[src/rtl/scan_loader.sv]
// ============================================================================
//  Module   : scan_loader
//  Purpose  : Serial-scan master that shifts one full pattern buffer
//             (buffer_size bytes, byte 0 first, MSB first) into the buffer
//             chain selected by saddr, using sclk/sin/ssel.
//  Options  : SCAN_READBACK_EN - capture the returned sout stream into bytes
//             on rd_data/rd_valid. Undefined: rd_* tied to 0, sout unused.
//  Revision : 1.0 - initial release
// ============================================================================
`default_nettype none

module scan_loader #(
    parameter int buffer_size  = 32,
    parameter int buffer_width = 8,
    parameter int sclk_div     = 2
) (
    input  logic                    clk,
    input  logic                    rst_n,
    input  logic                    start,
    input  logic [2:0]              start_addr,
    input  logic [buffer_width-1:0] byte_in,
    input  logic                    byte_valid,
    output logic                    byte_ready,
    output logic                    busy,
    output logic                    done,
    output logic                    sclk,
    output logic                    sin,
    output logic                    ssel,
    output logic [2:0]              saddr,
    input  logic                    sout,
    output logic [buffer_width-1:0] rd_data,
    output logic                    rd_valid
);

    localparam int CNT_W  = (sclk_div > 1) ? $clog2(sclk_div) : 1;
    localparam int BYTE_W = (buffer_size > 1) ? $clog2(buffer_size) : 1;
    localparam int BIT_W  = $clog2(buffer_width);

    localparam logic [CNT_W-1:0]  CNT_LAST  = CNT_W'(sclk_div - 1);
    localparam logic [BYTE_W-1:0] BYTE_LAST = BYTE_W'(buffer_size - 1);
    localparam logic [BIT_W-1:0]  BIT_TOP   = BIT_W'(buffer_width - 1);

    typedef enum logic [2:0] {
        ST_IDLE   = 3'd0,
        ST_LOAD   = 3'd1,
        ST_LOW    = 3'd2,
        ST_HIGH   = 3'd3,
        ST_FINISH = 3'd4
    } state_t;

    state_t                  state_q;
    logic [CNT_W-1:0]        cnt_q;
    logic [BIT_W-1:0]        bit_q;
    logic [BYTE_W-1:0]       byte_q;
    // Only the bits still to be sent are kept; the MSB is already on sin.
    logic [buffer_width-2:0] shreg_q;
    logic [2:0]              saddr_q;
    logic                    sclk_q;
    logic                    sin_q;
    logic                    ssel_q;
    logic                    busy_q;
    logic                    byte_ready_q;
    logic                    done_q;

    // Frame sequencer: every scan output is a flop so sclk cannot glitch.
    always_ff @(posedge clk or negedge rst_n) begin
        if (!rst_n) begin
            state_q      <= ST_IDLE;
            cnt_q        <= '0;
            bit_q        <= '0;
            byte_q       <= '0;
            shreg_q      <= '0;
            saddr_q      <= '0;
            sclk_q       <= 1'b0;
            sin_q        <= 1'b0;
            ssel_q       <= 1'b0;
            busy_q       <= 1'b0;
            byte_ready_q <= 1'b0;
            done_q       <= 1'b0;
        end else begin
            done_q <= 1'b0;
            case (state_q)
                ST_IDLE: begin
                    if (start) begin
                        saddr_q      <= start_addr;
                        ssel_q       <= 1'b1;
                        busy_q       <= 1'b1;
                        byte_ready_q <= 1'b1;
                        state_q      <= ST_LOAD;
                    end
                end
                ST_LOAD: begin
                    if (byte_valid && byte_ready_q) begin
                        shreg_q      <= byte_in[buffer_width-2:0];
                        sin_q        <= byte_in[buffer_width-1];
                        bit_q        <= BIT_TOP;
                        cnt_q        <= '0;
                        byte_ready_q <= 1'b0;
                        state_q      <= ST_LOW;
                    end
                end
                ST_LOW: begin
                    if (cnt_q == CNT_LAST) begin
                        cnt_q   <= '0;
                        sclk_q  <= 1'b1;
                        state_q <= ST_HIGH;
                    end else begin
                        cnt_q <= cnt_q + CNT_W'(1);
                    end
                end
                ST_HIGH: begin
                    if (cnt_q == CNT_LAST) begin
                        cnt_q  <= '0;
                        sclk_q <= 1'b0;
                        if (bit_q != '0) begin
                            bit_q   <= bit_q - BIT_W'(1);
                            sin_q   <= shreg_q[buffer_width-2];
                            shreg_q <= {shreg_q[buffer_width-3:0], 1'b0};
                            state_q <= ST_LOW;
                        end else if (byte_q != BYTE_LAST) begin
                            byte_q       <= byte_q + BYTE_W'(1);
                            byte_ready_q <= 1'b1;
                            state_q      <= ST_LOAD;
                        end else begin
                            byte_q  <= '0;
                            ssel_q  <= 1'b0;
                            done_q  <= 1'b1;
                            state_q <= ST_FINISH;
                        end
                    end else begin
                        cnt_q <= cnt_q + CNT_W'(1);
                    end
                end
                ST_FINISH: begin
                    busy_q  <= 1'b0;
                    state_q <= ST_IDLE;
                end
                default: begin
                    state_q <= ST_IDLE;
                end
            endcase
        end
    end

    assign byte_ready = byte_ready_q;
    assign busy       = busy_q;
    assign done       = done_q;
    assign sclk       = sclk_q;
    assign sin        = sin_q;
    assign ssel       = ssel_q;
    assign saddr      = saddr_q;

`ifdef SCAN_READBACK_EN
    logic [buffer_width-2:0] rd_sh_q;
    logic [buffer_width-1:0] rd_data_q;
    logic                    rd_valid_q;
    logic                    w_sample;

    // sout is taken in the last LOW cycle, just before the sclk rise.
    assign w_sample = (state_q == ST_LOW) && (cnt_q == CNT_LAST);

    // Readback capture: bit_q == 0 marks the final bit of the byte.
    always_ff @(posedge clk or negedge rst_n) begin
        if (!rst_n) begin
            rd_sh_q    <= '0;
            rd_data_q  <= '0;
            rd_valid_q <= 1'b0;
        end else begin
            rd_valid_q <= 1'b0;
            if (w_sample) begin
                rd_sh_q <= {rd_sh_q[buffer_width-3:0], sout};
                if (bit_q == '0) begin
                    rd_data_q  <= {rd_sh_q, sout};
                    rd_valid_q <= 1'b1;
                end
            end
        end
    end

    assign rd_data  = rd_data_q;
    assign rd_valid = rd_valid_q;
`else
    logic w_unused_sout;

    assign w_unused_sout = sout;
    assign rd_data       = '0;
    assign rd_valid      = 1'b0;
`endif

endmodule

`default_nettype wire

[config.mk]
export PLATFORM = sky130hd
export DESIGN_NAME = scan_loader
export DESIGN_NICKNAME = d
export VERILOG_FILES = /design/src/rtl/scan_loader.sv
export SDC_FILE = /design/constraint.sdc
export NUM_CORES = 1
export LEC_CHECK = 0
export CAP_MARGIN = 15
export CORE_UTILIZATION = 35
export CTS_CLUSTER_SIZE = 20
export DETAILED_ROUTE_END_ITERATION = 8
export PLACE_DENSITY = 0.67
export SLEW_MARGIN = 25
export SYNTH_ARGS = -nofsm -noshare
export SYNTH_HDL_FRONTEND = slang
export SYNTH_SLANG_ARGS = --single-unit
[constraint.sdc]
create_clock -name clk -period 5 [get_ports clk]
set_input_delay 1.5 -clock clk [delete_from_list [all_inputs] [get_ports clk]]
set_output_delay 1.5 -clock clk [all_outputs]
set_load 0.1 [all_outputs]
==> results of run 1 <==
-- layout make-up --
| cell class | instances | area [um^2] |
|---|---|---|
| fill | 377 | 2252 |
| sequential | 28 | 700.7 |
| multi-input combinational | 95 | 693.2 |
| timing repair buffer | 24 | 237.7 |
| tap | 50 | 62.56 |
| clock buffer | 3 | 41.29 |
| clock inverter | 1 | 30.03 |
| inverter | 3 | 11.26 |
-- cell usage after synthesis (all sizes together) (2+ instances only) --
cell type  count  area (um^2)
nand2b         3        18.77
ha             4        50.05
nor3           2        10.01
nand4          2        12.51
mux2          18        202.7
and3           2        12.51
o21ai         11        66.32
nor2           7        36.29
dfrtp         28        700.7
a31oi          2        12.51
nand2         11        43.80
nor2b          3        26.27
a21oi          2        10.01
a211oi         2        15.01
buf           13        96.34
a21o           2        15.01
a311oi         2        17.52
nand3          3        15.01
inv            3        11.26
-- flip-flops by register name (all words and copies together) (netlist names) --
name        flops
shreg_q         7
saddr           3
sin             1
done            1
ssel            1
state_q         3
sclk            1
cnt_q           1
byte_q          5
byte_ready      1
bit_q           3
busy            1
-- final timing paths --
kind                       startpoint         end  slack (ps)  cells past startpoint
max                        byte_ready  byte_ready        1600                      1
min                        shreg_q[0]  shreg_q[0]         500                      1
max reg2reg                state_q[1]         sin        3060                      4
min reg2reg                shreg_q[0]  shreg_q[0]         500                      1
max in group asynchronous       rst_n  shreg_q[6]        3150                      2
min in group asynchronous       rst_n        ssel        1580                      2
-- power by group through the flow --
| stage | combinational, mW | sequential [mW] | clock, mW |
|---|---|---|---|
| floorplan | 0.315 | 0.526 | 0 |
| global placement | 0.539 | 0.383 | 0 |
| detailed placement | 0.555 | 0.391 | 0 |
| CTS | 0.558 | 0.386 | 0.181 |
| global route | 0.589 | 0.400 | 0.191 |
| finish | 0.553 | 0.386 | 0.178 |
-- layer usage --
metal,track usage,up-vias,part of all wire
met5,0,-,0
met4,0.07447,0,0.011
met3,0.01884,4,0.037
met2,0.2033,34,0.51
met1,0.1610,499,0.45
li1,-,497,-
-- cells by family (layout without fill, tap and decap cells) --
logic type | Yosys count | count (layout) | share of synthesized area
muxes | 18 | 18 | 0.1374
other | 1 | 9 | 0.002542
buffers and inverters | 17 | 31 | 0.07548
DFF | 28 | 28 | 0.4750
AOI/OAI and AO/OA | 26 | 26 | 0.1264
adders and majority gates | 4 | 4 | 0.03393
and+or+nand+nor | 38 | 38 | 0.1493
==> flow_summary.yaml, run 1 <==
cells_and_area:
  mostFrequentLayoutCell: "sky130_fd_sc_hd__dfrtp_1"
  layout.core_utilization: 0.4410
  diodes: 0
  layout.cell_area.non_filler_um2: 1777
  finalNetCount: 175
  filler_free_cell_count_of_the_finished_design: 204
  most-common-layout-cells: "sky130_fd_sc_hd__dfrtp_1 (28), sky130_fd_sc_hd__clkdlybuf4s50_1 (23), sky130_fd_sc_hd__mux2_2 (18)"
  fraction_of_final_layout_cells_with_drive_strength_greater_than_1: 0.1948
  syn2layout_area_growth_pct: 20.44
place:
  dp.final_hpwl_um: 1868
  pre_cts_ws_ps: 1908
  place_inst: 200
  io_buffers: 23
  detailed_place.area_um2: 1705
  place_congestion: 0.7279
sta:
  grt_setup_unrepaired: "false"
  timing.fmax_mhz: 294.1
  timing_worst_slew_pin_value_ps: 981.6
  finalSetupViolCount: 0
  finalHoldWorstSlack_ps: 501.9
  hold_violations: 0
  fin_tns_setup_ps: 0
  post-route-worst-setup-slack_ps: 1600
  slew_violations: 0
  finalCriticalPeriod_ps: 3400
  max-slew-margin-rel: 0.3436
  final.period_utilization: 0.6800
  skew_ps: 8.281
floorplan:
  chipWidth_um: 66.92
  design.die.area_um2: 4478
  core_box_area_um2: 4029
  rows: 23
  start_util: 0.3661
  boundaryPins: 34
  die_h_um: 66.92
synth:
  synth_enable_flop_cells: 0
  combined_area_of_all_synthesized_cells_um2: 1475
  synth_cell_type_count: 38
  ys_async_sr_fraction: 1.000
  synth.yosys.seq_area_share: 0.4750
  yosys_reg_bits: 28
  synth_top_flop_cell: "sky130_fd_sc_hd__dfrtp_1"
  syn-instance-count: 132
  synth_warnings: 0
  synth.avg_cell_area_um2: 11.18
routing:
  drt-pass1-iter-count: 4
  antenna_violating_nets_post_route: 0
  route.final.wire_length_um: 2528
  drt_drc_violations_left: 0
  vias: 1034
  detail_route.wl_per_cell_um: 12.39
  avgViaCountPerCell: 5.069
  drt_first_iter_violations: 11
pwr:
  switching_share_of_power: 0.4536
  cellInternalPower_mw: 0.6103
  power_frac_comb: 0.495
  vdd_drop_max_v: 0.0003297
  switchingPower_mw: 0.5066
  power_frac_seq: 0.346
  power_frac_clock: 0.159
  total_leakage_power_nw: 0.7933
  power.total_mw: 1.117
  power_density_nw_per_um2: 628.7
clocking:
  cts.reportedPaths.clkPinSlew_ps: 100
  tritoncts: "done"
  cts_buffers: 3
  clock_insertion_delay_worst_skew_ps: 280
  post_cts_setup_buffer_count: 0
  ctsRootBufferMaster: "sky130_fd_sc_hd__clkbuf_8"
  clock_tree.htree_level_count: 1
  cts_num_sinks: 28
  clockBufferDepth: 2
  cts_hold_buf: 0
  cts_resized: 0
status:
  outcome: "complete, no violations"
worst_setup_path:
  timing.critical_path.slowest_stage_cell: "sky130_fd_sc_hd__clkdlybuf4s50_1"
  worst_setup_path_start_kind: "flip-flop"
  cp_cell_sequence: "clkdlybuf4s50_1"
  cpLargestDelayFamily: "buffers and inverters"
  worstSetupEndpointType: "output port"
  crit_path_max_fanout: 6
  worst_setup_path_type: "reg -> out"
  required_ps: 3500
  timing.critical_path.arrival_ps: 1900
  worst-path-buf-inv: 1
  slowest_delay_ps: 1170
global_routing:
  grt_overflow: 0
  first_global_vias: 1033
  gr-usage-all-layers: 0.1271
  grt_first_pass_wirelength_um: 4347
  grt_antenna_before_repair: 0
  grt_max_degree: 29
worst_hold_path:
  hold_class: "reg -> reg"
flow_run:
  max_cap_violations: 0
Power figures use the tool's default switching activity.
==> run 2, diff against run 1 <==
--- a/config.mk
+++ b/config.mk
@@ -9,7 +9,7 @@
 export CORE_UTILIZATION = 35
 export CTS_CLUSTER_SIZE = 20
 export DETAILED_ROUTE_END_ITERATION = 8
-export PLACE_DENSITY = 0.67
+export PLACE_DENSITY = 0.7
 export SLEW_MARGIN = 25
 export SYNTH_ARGS = -nofsm -noshare
 export SYNTH_HDL_FRONTEND = slang
==> constraint.sdc (replaced) <==
create_clock -name clk -period 3.12 [get_ports clk]
set_input_delay 0.936 -clock clk [delete_from_list [all_inputs] [get_ports clk]]
set_output_delay 0.936 -clock clk [all_outputs]
set_load 0.1 [all_outputs]
==> flow_summary.yaml, run 2 (synthesis results as in run 1) <==
worst_setup_path:
  timing.critical_path.slowest_stage_cell: "sky130_fd_sc_hd__clkdlybuf4s50_1"
  worst_setup_path_start_kind: "primary input"
  cp_cell_sequence: "clkdlybuf4s50_1 -> nor2b_1 -> nor3b_2 -> mux2_2"
  crit_path_max_fanout: 4
  slowest_delay_ps: 500
  worst_setup_path_type: "in -> reg"
  worstSetupEndpointType: "flip-flop"
  required_ps: 3280
  timing.critical_path.arrival_ps: 2380
global_routing:
  gr-usage-met2: 0.2386
  first_global_vias: 1018
  grt_use_met1: 0.1521
  grt_first_pass_wirelength_um: 4402
  groute.layer.met3.usage: 0.03425
  grt_max_degree: 29
  gr-usage-all-layers: 0.1306
  grt.busiest_layer: "met2"
  grt_antenna_before_repair: 0
  grt_overflow: 0
clocking:
  tritoncts: "done"
  clock_tree.htree_level_count: 1
  cts.reportedPaths.clkPinSlew_ps: 90
  cts_buffers: 3
  cts_resized: 0
  cts_num_sinks: 28
  post_cts_setup_buffer_count: 0
  clockBufferDepth: 2
  clock_insertion_delay_worst_skew_ps: 270
  ctsRootBufferMaster: "sky130_fd_sc_hd__clkbuf_8"
  cts_hold_buf: 0
floorplan:
  core_box_area_um2: 4029
  start_util: 0.3661
  design.die.area_um2: 4478
  boundaryPins: 34
  rows: 23
  chipWidth_um: 66.92
  die_h_um: 66.92
cells_and_area:
  fraction_of_final_layout_cells_with_drive_strength_greater_than_1: 0.2484
  finalNetCount: 175
  mostFrequentLayoutCell: "sky130_fd_sc_hd__dfrtp_1"
  most-common-layout-cells: "sky130_fd_sc_hd__dfrtp_1 (28), sky130_fd_sc_hd__mux2_2 (18), sky130_fd_sc_hd__clkdlybuf4s50_1 (14)"
  layout.core_utilization: 0.4280
  registers.top_by_ff_count: "shreg_q"
  syn2layout_area_growth_pct: 16.88
  diodes: 0
  reg.largest.list: "shreg_q: 7 flops, byte_q: 5 flops"
  largest_reg_flops: 7
  fill_cells: 393
worst_hold_path:
  hold_class: "reg -> reg"
routing:
  drt-pass1-iter-count: 4
  drt_first_iter_violations: 35
  vias: 1015
  drt_drc_violations_left: 0
  antenna_violating_nets_post_route: 0
  detail_route.wl_per_cell_um: 12.92
  route.final.wire_length_um: 2623
  avgViaCountPerCell: 5.000
sta:
  slew_violations: 0
  final.period_utilization: 0.7124
  timing_worst_slew_pin_value_ps: 761.6
  finalSetupViolCount: 0
  max-slew-margin-rel: 0.4922
  skew_ps: 3.271
  finalCriticalPeriod_ps: 2223
  post-route-worst-setup-slack_ps: 897.4
  hold_violations: 0
  finalHoldWorstSlack_ps: 493.4
  grt_setup_unrepaired: "false"
  timing.fmax_mhz: 449.9
  fin_tns_setup_ps: 0
place:
  dp.final_hpwl_um: 1933
  place_congestion: 0.8108
  io_buffers: 23
  pre_cts_ws_ps: 602.2
status:
  outcome: "complete, no violations"
pwr:
  total_leakage_power_nw: 0.7871
  vdd_drop_max_v: 0.0003904
  power_density_nw_per_um2: 971.8
flow_run:
  max_cap_violations: 0
[run 2: changes by cell type in the layout (fill, tap and decap cells not counted), sizes merged]
cell and delta:
buf +9, clkdlybuf4s50 -9, bufinv -1
[run 2: per-stage QoR]
stage / total power, mW / std cells / cell area, um^2
after floorplan: 1.348 / 140 / 1505
after global placement: 1.468 / 200 / 1683
after global routing: 1.775 / 203 / 1724
after CTS: 1.695 / 203 / 1724
final: 1.676 / 203 / 1724
after detailed placement: 1.501 / 200 / 1683
[run 2: per-layer routing]
| metal | vias up | wire length (um) |
|---|---|---|
| met3 | 2 | 112 |
| met4 | 0 | 13 |
| met5 | - | 0 |
| met1 | 493 | 1162 |
| li1 | 493 | - |
| met2 | 27 | 1335 |
[run 2: layout make-up]
class,instances,area (um^2),area share
Sequential cell,28,700.7,0.4064
Multi-Input combinational cell,95,693.2,0.4020
Timing Repair Buffer,24,215.2,0.1248
Tap cell,50,62.56,0.03628
Clock buffer,3,41.29,0.02395
Inverter,3,11.26,0.006531
[run 2: power breakdown]
group | switching [mW] | leakage, nW | internal [mW]
Combinational | 0.559 | 0.420 | 0.308
Sequential | 0.135 | 0.346 | 0.483
Clock | 0.103 | 0.0216 | 0.0865
Total | 0.798 | 0.787 | 0.878
[run 2: critical path, delay by kind of cell]
kind	cells	cell delay, ps
AND/OR/NAND/NOR	2	560
buffers and inverters	1	500
multiplexers	1	380
[run 2: worst paths after layout]
kind / start / endpoint / slack (ps) / cells after the start
min in group asynchronous: rst_n / cnt_q / 1040 / 2
hold reg to reg: byte_q[4] / byte_q[4] / 490 / 2
setup / recovery: start / saddr[0] / 900 / 4
setup reg to reg: state_q[1] / shreg_q[2] / 1160 / 4
max in group asynchronous: rst_n / saddr[0] / 1820 / 2
hold / removal: byte_q[4] / byte_q[4] / 490 / 2
==> run 3, diff against run 2 <==
==> constraint.sdc (replaced) <==
create_clock -name clk -period 1.95 [get_ports clk]
set_input_delay 0.585 -clock clk [delete_from_list [all_inputs] [get_ports clk]]
set_output_delay 0.585 -clock clk [all_outputs]
set_load 0.1 [all_outputs]
==> flow_summary.yaml, run 3 (synthesis results as in run 1) <==
status:
  outcome: "complete, no violations"
worst_hold_path:
  hold_class: "reg -> reg"
sta:
  finalSetupViolCount: 0
  grt_setup_unrepaired: "false"
  finalCriticalPeriod_ps: 1769
  skew_ps: 3.460
  final.period_utilization: 0.9074
  timing.fmax_mhz: 565.2
  finalHoldWorstSlack_ps: 488.6
  slew_violations: 0
  hold_violations: 0
  post-route-worst-setup-slack_ps: 180.6
pwr:
  total_leakage_power_nw: 0.8747
  power.total_mw: 3.081
  vdd_drop_max_v: 0.0007185
  power_frac_seq: 0.321
  switchingPower_mw: 1.333
  power_frac_comb: 0.529
  switching_share_of_power: 0.4328
  power_density_nw_per_um2: 1603
  cellInternalPower_mw: 1.747
  power_frac_clock: 0.149
clocking:
  cts_buffers: 3
  tritoncts: "done"
  clock_insertion_delay_worst_skew_ps: 280
  ctsRootBufferMaster: "sky130_fd_sc_hd__clkbuf_8"
  clockBufferDepth: 2
  cts_hold_buf: 0
  cts.reportedPaths.clkPinSlew_ps: 90
  clock_tree.htree_level_count: 1
  cts_num_sinks: 28
floorplan:
  start_util: 0.3661
  design.die.area_um2: 4478
  core_box_area_um2: 4029
  boundaryPins: 34
  chipWidth_um: 66.92
  rows: 23
  die_h_um: 66.92
global_routing:
  grt_max_degree: 29
  groute.layer.met3.usage: 0.03082
  grt_overflow: 0
  grt_use_met1: 0.1715
  gr-usage-all-layers: 0.1372
  grt.busiest_layer: "met2"
  grt_antenna_before_repair: 0
  gr-usage-met2: 0.2260
  first_global_vias: 1019
  grt_first_pass_wirelength_um: 4574
routing:
  detail_route.wl_per_cell_um: 12.40
  drt_first_iter_violations: 61
  drt_drc_violations_left: 0
  antenna_violating_nets_post_route: 0
  avgViaCountPerCell: 5.009
  route.final.wire_length_um: 2616
  vias: 1057
  drt-pass1-iter-count: 4
worst_setup_path:
  worst_setup_path_start_kind: "primary input"
  worstSetupEndpointType: "flip-flop"
  crit_path_max_fanout: 10
  worst_setup_path_type: "in -> reg"
  required_ps: 2120
  timing.critical_path.arrival_ps: 1940
cells_and_area:
  finalNetCount: 182
  largest_reg_flops: 7
  registers.top_by_ff_count: "shreg_q"
  diodes: 0
  fraction_of_final_layout_cells_with_drive_strength_greater_than_1: 0.2919
  most-common-layout-cells: "sky130_fd_sc_hd__dfrtp_1 (28), sky130_fd_sc_hd__mux2_2 (18), sky130_fd_sc_hd__clkdlybuf4s50_1 (14)"
  fill_cells: 375
  mostFrequentLayoutCell: "sky130_fd_sc_hd__dfrtp_1"
  reg.largest.list: "shreg_q: 7 flops, byte_q: 5 flops"
  syn2layout_area_growth_pct: 30.28
place:
  place_congestion: 0.7864
  io_buffers: 23
  dp.final_hpwl_um: 1921
  pre_cts_ws_ps: -109.1
flow_run:
  max_cap_violations: 0
==> run 3: cell types whose count changed in the layout (fill, tap and decap cells not counted), sizes merged <==
cell and delta:
buf +7, bufinv +1
==> run 3: final timing paths <==
path,start,end,slack [ps],cells after the start
worst max register to register,byte_q[0],byte_ready,180,7
worst min-delay path,byte_q[3],byte_q[3],490,1
worst min register to register,byte_q[3],byte_q[3],490,1
max in group asynchronous,rst_n,byte_q[3],1020,2
min in group asynchronous,rst_n,shreg_q[3],670,2
worst max-delay path,byte_valid,shreg_q[6],180,5
==> run 3: layout make-up <==
type                       count  area [um^2]  share of cell area
timing repair buffer          31        380.4              0.1979
inverter                       3        11.26            0.005859
clock inverter                 1        30.03             0.01563
tap                           50        62.56             0.03255
sequential                    28        700.7              0.3646
clock buffer                   3        41.29             0.02148
multi-input combinational     95        695.7              0.3620
==> run 3: per-stage QoR <==
stage               utilization  instance area [um^2]  setup TNS [ps]  instances
finish                   0.4770                  1922               0        211
global placement         0.4568                  1841           -1080        206
global route             0.4770                  1922               0        211
detailed placement       0.4568                  1841           -1123        206
floorplan                     -                  1505               0        140
CTS                      0.4745                  1912               0        210
==> run 3: per-layer routing <==
layer  up-vias  share of wire
met2        28           0.51
met5         -              0
met3         5          0.045
met4         0          0.018
li1        510              -
met1       514           0.43
==> run 3: worst max-delay path, stage by stage <==
cell and delay (ps):
sky130_fd_sc_hd__clkdlybuf4s50_1 460, sky130_fd_sc_hd__nand2_1 120, sky130_fd_sc_hd__nor2_2 60, sky130_fd_sc_hd__o21ai_4 340, sky130_fd_sc_hd__mux2_2 380
==> run 3: timing repair <==
action | in CTS | in global routing
buffers inserted | 0 | 1
setup endpoints to repair | 0 | 1
gates resized for setup | 0 | 1
==> run 3: power by group through the flow <==
stage	Clock, mW	Combinational, mW	Sequential [mW]
4_1_cts	0.477	1.63	0.995
2_1_floorplan	0	0.807	1.35
3_3_place_gp	0	1.59	0.993
5_1_grt	0.502	1.75	1.03
6_report	0.460	1.63	0.990
3_5_place_dp	0	1.63	1.01
